<file path="src/rtl/stage3.sv">
// Square-root pipeline stage 3: merges Stage2's split remainder/root partials and registers them.
// Optional macro STAGE3_RESULT_COUNT_EN adds a 16-bit counter of accepted valid results.

module stage3_srff #(
  parameter int W = 1
) (
  input  logic         clk,
  input  logic         rst_n,
  input  logic         set_i,
  input  logic         en_i,
  input  logic [W-1:0] d_i,
  output logic [W-1:0] q_o
);

  logic [W-1:0] q_q;

  always_ff @(posedge clk or negedge rst_n) begin
    if (!rst_n) begin
      q_q <= '0;
    end else if (set_i) begin
      q_q <= '1;
    end else if (en_i) begin
      q_q <= d_i;
    end
  end

  assign q_o = q_q;

endmodule

module stage3 #(
  parameter int REM_HI_W  = 12,
  parameter int REM_LO_W  = 5,
  parameter int ROOT_HI_W = 4,
  parameter int ROOT_LO_W = 4
) (
  input  logic                          clk,
  input  logic                          rst_n,
  input  logic                          en_pipe_i,
  input  logic                          flush_i,
  input  logic                          S3_valid_i,
  input  logic                          S3_N_i,
  input  logic [REM_LO_W-1:0]           S3_square_sum_i,
  input  logic                          S3_Co_square_i,
  input  logic [REM_HI_W-1:0]           S3_A_high_i,
  input  logic [REM_HI_W-1:0]           S3_B_high_i,
  input  logic [ROOT_LO_W-1:0]          S3_root_sum_i,
  input  logic                          S3_Co_root_i,
  input  logic [ROOT_HI_W-1:0]          S3_root_high_i,
  output logic                          S3_valid_o,
  output logic                          S3_N_o,
  output logic [REM_HI_W+REM_LO_W-1:0]  S3_rem_o,
  output logic                          S3_rem_neg_o,
  output logic                          S3_q_bit_o,
  output logic [ROOT_HI_W+ROOT_LO_W-1:0] S3_root_o,
  output logic                          S3_root_ovf_o
`ifdef STAGE3_RESULT_COUNT_EN
  ,
  output logic [15:0]                   S3_res_cnt_o
`endif
);

  localparam int REM_W  = REM_HI_W + REM_LO_W;
  localparam int ROOT_W = ROOT_HI_W + ROOT_LO_W;

  // High remainder add with the low-part carry folded in; MSB of the result is the carry out.
  function automatic logic [REM_HI_W:0] hi_add(input logic [REM_HI_W-1:0] a,
                                               input logic [REM_HI_W-1:0] b,
                                               input logic                cin);
    return {1'b0, a} + {1'b0, b} + {{REM_HI_W{1'b0}}, cin};
  endfunction

  function automatic logic [ROOT_HI_W-1:0] root_inc(input logic [ROOT_HI_W-1:0] rh,
                                                    input logic                 cin);
    return rh + {{(ROOT_HI_W-1){1'b0}}, cin};
  endfunction

  logic [REM_HI_W:0]   hi_sum;
  logic [REM_W-1:0]    rem_d;
  logic                neg_d;
  logic [ROOT_W-1:0]   root_d;
  logic                ovf_now;
  logic                accept;
  logic                valid_en;
  logic                valid_d;
  logic                ovf_en;

  always_comb begin
    hi_sum   = hi_add(S3_A_high_i, S3_B_high_i, S3_Co_square_i);
    rem_d    = {hi_sum[REM_HI_W-1:0], S3_square_sum_i};
    neg_d    = ~hi_sum[REM_HI_W];
    root_d   = {root_inc(S3_root_high_i, S3_Co_root_i), S3_root_sum_i};
    ovf_now  = (S3_root_high_i == {ROOT_HI_W{1'b1}}) & S3_Co_root_i;
    accept   = en_pipe_i & S3_valid_i & ~flush_i;
    // Flush clears valid even while stalled; otherwise valid only moves with the pipe.
    valid_en = en_pipe_i | flush_i;
    valid_d  = S3_valid_i & ~flush_i;
    ovf_en   = accept & ovf_now;
  end

  // ---- Stage3 register boundary ----
  logic                valid_q;
  logic                n_q;
  logic [REM_W-1:0]    rem_q;
  logic                neg_q;
  logic                qbit_q;
  logic [ROOT_W-1:0]   root_q;
  logic                ovf_q;

  stage3_srff #(.W(1)) u_valid (
    .clk(clk), .rst_n(rst_n), .set_i(1'b0), .en_i(valid_en), .d_i(valid_d), .q_o(valid_q)
  );

  stage3_srff #(.W(1)) u_n (
    .clk(clk), .rst_n(rst_n), .set_i(1'b0), .en_i(en_pipe_i), .d_i(S3_N_i), .q_o(n_q)
  );

  stage3_srff #(.W(REM_W)) u_rem (
    .clk(clk), .rst_n(rst_n), .set_i(1'b0), .en_i(en_pipe_i), .d_i(rem_d), .q_o(rem_q)
  );

  stage3_srff #(.W(1)) u_neg (
    .clk(clk), .rst_n(rst_n), .set_i(1'b0), .en_i(en_pipe_i), .d_i(neg_d), .q_o(neg_q)
  );

  stage3_srff #(.W(1)) u_qbit (
    .clk(clk), .rst_n(rst_n), .set_i(1'b0), .en_i(en_pipe_i), .d_i(~neg_d), .q_o(qbit_q)
  );

  stage3_srff #(.W(ROOT_W)) u_root (
    .clk(clk), .rst_n(rst_n), .set_i(1'b0), .en_i(en_pipe_i), .d_i(root_d), .q_o(root_q)
  );

  // Sticky: only ever loads a 1, so nothing but rst_n can clear it.
  stage3_srff #(.W(1)) u_ovf (
    .clk(clk), .rst_n(rst_n), .set_i(1'b0), .en_i(ovf_en), .d_i(1'b1), .q_o(ovf_q)
  );

  assign S3_valid_o    = valid_q;
  assign S3_N_o        = n_q;
  assign S3_rem_o      = rem_q;
  assign S3_rem_neg_o  = neg_q;
  assign S3_q_bit_o    = qbit_q;
  assign S3_root_o     = root_q;
  assign S3_root_ovf_o = ovf_q;

`ifdef STAGE3_RESULT_COUNT_EN
  logic [15:0] cnt_q;
  logic [15:0] cnt_d;

  assign cnt_d = cnt_q + 16'd1;

  stage3_srff #(.W(16)) u_cnt (
    .clk(clk), .rst_n(rst_n), .set_i(1'b0), .en_i(accept), .d_i(cnt_d), .q_o(cnt_q)
  );

  assign S3_res_cnt_o = cnt_q;
`endif

endmodule

</file>
<file path="config.mk">
export PLATFORM = sky130hd
export DESIGN_NAME = stage3
export DESIGN_NICKNAME = d
export VERILOG_FILES = /design/src/rtl/stage3.sv
export SDC_FILE = /design/constraint.sdc
export NUM_CORES = 1
export LEC_CHECK = 0
export ABC_AREA = 1
export BUFFER_PORTS_ARGS = -buffer_cell sky130_fd_sc_hd__buf_2
export CAP_MARGIN = 20
export CORE_AREA = 2 2 73 82
export DETAILED_ROUTE_END_ITERATION = 8
export DIE_AREA = 0 0 75 84
export PLACE_DENSITY = 0.67
export SETUP_SLACK_MARGIN = 0.1
export SYNTH_ARGS = -nofsm -noshare
export SYNTH_HDL_FRONTEND = slang
export SYNTH_SLANG_ARGS = --single-unit
</file>
<file path="constraint.sdc">
create_clock -name clk -period 0.82 [get_ports clk]
set_input_delay 0.082 -clock clk [delete_from_list [all_inputs] [get_ports clk]]
set_output_delay 0.082 -clock clk [all_outputs]
set_load 0.02 [all_outputs]
</file>
==> results by group <==
Outcome
  • Run status: finished, violations left
  • Violations in the final reports: negative setup slack

Cells and area
  • Multi-input combinational cell area: 1170 um2
  • Number of inserted diodes: 0
  • Final nets: roughly 430
  • Area added between synthesis and finish: 71.0%
  • Ratio of cells with drive above 1 in the final layout: between 40% and 50%
  • Finished layout cell area: 3150 um2
  • Fill cells: around 500
  • FF/Latch Area: between 700 and 800 um2

Setup path
  • Kind of start point of the critical path: primary input
  • Required time reported for the critical path endpoint: 1.00 ns
  • Data arrival time of the critical path: 1.50 ns
  • Slowest-stage cell, CP: sky130_fd_sc_hd__fa_2
  • Largest fanout on the critical path: 2
  • Kind of end point of the critical path: flop
  • Worst path buffer plus inverter count: 1
  • CP Cell Sequence: buf_6 -> fa_2 -> fa_2 -> nand2_2 -> nand3_2 -> nand3_2 -> nand2_2 -> nand2_2 -> nand2_1 -> nand2_1 -> nand2_1
  • Delay-heaviest family, CP: adder cells
  • Max stage delay on crit path: approximately 0.4 ns
  • Kind of critical path: in -> reg

Floorplan
  • Initial cell density of the core: between 30% and 40%
  • Die H: between 80 and 90 um
  • Area of the core: 5550 um2
  • Std cell rows: 29
  • Die Span X: between 70 and 80 um
  • Boundary pin count: between 70 and 80
  • Die area: roughly 6300 um2

Clocking
  • Number of sinks driven by the clock tree: 30
  • Clock insertion delay at the later pin of the skew report: approximately 0.28 ns
  • Clock tree from TritonCTS: done
  • H-tree depth: 2
  • Max clock buf depth: 2
  • Clock root cell: sky130_fd_sc_hd__clkbuf_8
  • Clock Pin Slew Worst Setup and Hold Paths: ~0.070 ns
  • Total CTS buffers: 5

Detailed routing
  • Detailed-route wire length: roughly 5.3 mm
  • Routed len/inst: around 12 um
  • DR pass1 iterations: 4
  • Antenna Violating Nets Remaining: 0
  • Post-route DRC violation count: 0
  • Vias after detailed routing: a little under 2,000
  • Iteration-0 DRC Markers: 69
  • Via-to-Cell Ratio: 4.41

Global route
  • Global-route wire length before repair: between 8 and 9 mm
  • Congestion Overflow GR: 0
  • Antenna violations before repair: 0
  • Total global routing track utilization: between 10% and 20%
  • Vias in the first global route: 1,983
  • Largest net degree at the start of global routing: 31

Logic synthesis
  • Cell taking the most area after synthesis: sky130_fd_sc_hd__dfrtp_1
  • Cell with the most instances after synthesis: sky130_fd_sc_hd__nand2_1
  • Synth top area share: around 41%
  • Number of warnings printed during yosys synthesis: 0
  • Fraction of synthesis flops using an asynchronous set or reset pin: 100%
  • Number of synthesized flops with an enable pin: 0
  • Post-synth net total: ~310
  • Avg Synthesized Cell Area: ~7.4 um2
  • Largest cells by area after synthesis: sky130_fd_sc_hd__dfrtp_1 (41%), sky130_fd_sc_hd__nand2_1 (23%), sky130_fd_sc_hd__ha_1 (8.8%)
  • Synth cell types: 24
  • Most numerous cell types in the synthesized netlist: sky130_fd_sc_hd__nand2_1 (115), sky130_fd_sc_hd__dfrtp_1 (30), sky130_fd_sc_hd__inv_1 (23), sky130_fd_sc_hd__nand3_1 (16), sky130_fd_sc_hd__ha_1 (13)
  • Sequential-to-total area share from yosys stat: between 40% and 50%
  • Post-Synthesis Cells: 249
  • Synthesis-stage register bit count: 30
  • Post-synth top flop: sky130_fd_sc_hd__dfrtp_1
  • Netlist area before placement: roughly 1800 um2

STA
  • Final worst-path cycle share: 161%
  • Final-layout worst hold slack: between 0.01 and 0.015 ns
  • Min Tclk post-route: approximately 1.3 ns
  • Worst clock skew on the final layout: 0 ns
  • Slew at the pin closest to its max-slew limit: roughly 0.23 ns
  • Final Max Slew Viols: 0
  • RSZ-0062 raised after global routing: yes
  • Final count of hold timing violations: 0
  • Setup slack after layout: -0.504 ns
  • Max_slew headroom: between 80% and 90%
  • Total negative setup slack: -7.60 ns
  • Setup-violating endpoint count in the final report: 44
  • Maximum achievable frequency: roughly 760 MHz

Placement
  • Routability-driven placement congestion ratio: 0.855
  • Dpl ws: -0.813 ns
  • Quantity of I/O buffers inserted on ports: 74
  • Detailed Place HPWL: between 3 and 4 mm
  • Placed Area: roughly 2600 um2

Job
  • Number of maximum-capacitance violations: 0

Pwr
  • Post-layout total power: about 5.3 mW
  • Portion of total power attributed to sequential cells: between 30% and 40%
  • Combinational fraction of design power: 37.9%
  • Worst voltage drop across the vdd grid: 0.685 mV
  • Power Internal: around 3.6 mW
  • Net Sw Frac: approximately 32%
  • Net switching power: between 1.5 and 2 mW
  • Power density cells: between 1500 and 2000 nW/um2
  • Clock share of power: roughly 28%
  • Leakage dissipation: 1.68 nW

Worst hold path
  • Type of the worst min-delay path: in -> reg
==> timing repair <==
item / in CTS / in global routing
gates cloned: 0 / 0
endpoints found under the hold margin: 33 / 0
hold buffers: 4 / 0
buffers inserted: 8 / 11
endpoints found under the setup margin: 43 / 47
pin swaps: 17 / 15
resized for setup: 66 / 21
==> through the flow <==
stage | cells | util (%)
finish | 444 | 56.7
global route | 444 | 56.7
CTS | 434 | 53.9
detailed placement | 414 | 46.5
global placement | 414 | 46.5
floorplan | 249 | -
==> flip-flops by register name, indices dropped and copies added (netlist names) <==
register     flops
u_qbit.q_o       1
u_neg.q_o        1
u_ovf.q_o        1
u_root.q_o       8
u_n.q_o          1
u_rem.q_o       17
u_valid.q_o      1
==> worst paths after layout <==
check,start,to,slack [ns],cells past startpoint
hold reg to reg,u_root.q_o[0]$_DFFE_PN0P_,u_root.q_o[0]$_DFFE_PN0P_,0.50,2
setup / recovery,S3_A_high_i[0],u_qbit.q_o$_DFFE_PN0P_,-0.50,11
min in group asynchronous,rst_n,u_root.q_o[6]$_DFFE_PN0P_,0.29,3
max in group asynchronous,rst_n,u_ovf.q_o$_DFFE_PN0P_,0.36,3
hold / removal,S3_root_sum_i[1],u_root.q_o[1]$_DFFE_PN0P_,0.01,3
setup reg to reg,u_rem.q_o[6]$_DFFE_PN0P_,u_rem.q_o[6]$_DFFE_PN0P_,-0.03,4
==> power by group through the flow <==
| stage | sequential [mW] | combinational (mW) | clock [mW] |
|---|---|---|---|
| 2_1_floorplan | 2.03 | 0.663 | 0 |
| 3_3_place_gp | 1.79 | 1.51 | 0 |
| 3_5_place_dp | 1.79 | 1.53 | 0 |
| 4_1_cts | 1.81 | 1.86 | 1.49 |
| 5_1_grt | 1.83 | 2.22 | 1.57 |
| 6_report | 1.82 | 2.01 | 1.48 |
==> kinds of logic (layout without fill, tap and decap cells) <==
| family | Yosys count | after routing | synth area share (%) |
|---|---|---|---|
| AO/OA/AOI/OAI | 19 | 19 | 5.65 |
| XOR/XNOR | 4 | 4 | 1.91 |
| adder cells (fa/ha/maj) | 15 | 15 | 11.0 |
| buffers and inverters | 29 | 147 | 6.60 |
| flip-flops | 30 | 30 | 40.8 |
| AND/OR/NAND/NOR | 152 | 152 | 34.0 |
==> placed cells by master, fill, tap and decap left out, drive strengths merged <==
master,synthesis,layout
a41o,1,1
clkinv,0,2
inv,23,23
o21ai,11,11
nand2,116,116
a21oi,7,7
nor3,1,1
nor2,12,12
and2,1,1
bufinv,0,1
ha,13,13
xor2,3,3
xnor2,1,1
nand4,3,3
dlygate4sd3,0,4
dfrtp,30,30
clkbuf,1,5
buf,5,112
nand3b,1,1
fa,2,2
nand3,18,18
==> worst min-delay path, cell delays in order <==
cell	delay, ns
sky130_fd_sc_hd__buf_2	0.07
sky130_fd_sc_hd__nand2_1	0.04
sky130_fd_sc_hd__nand2_1	0.06
==> per-layer routing <==
layer  wire length [um]  part of all wire [%]  vias to the layer above  track usage, %
met5                  0                     0                        -               0
met4                 69                   1.3                        0            5.84
met3                240                   4.5                        6            2.66
met2               2820                    53                       56            32.1
met1               2150                    41                      881            20.5
li1                   -                     -                     1014               -
==> final cells by class <==
cell class	instances	share of cell area, %
multi-input combinational	190	37.2
timing repair buffer	116	29.6
sequential	30	23.9
tap	77	3.06
inverter	23	2.74
clock buffer	5	2.19
clock inverter	3	1.27
(Power assumes the default switching activity.)
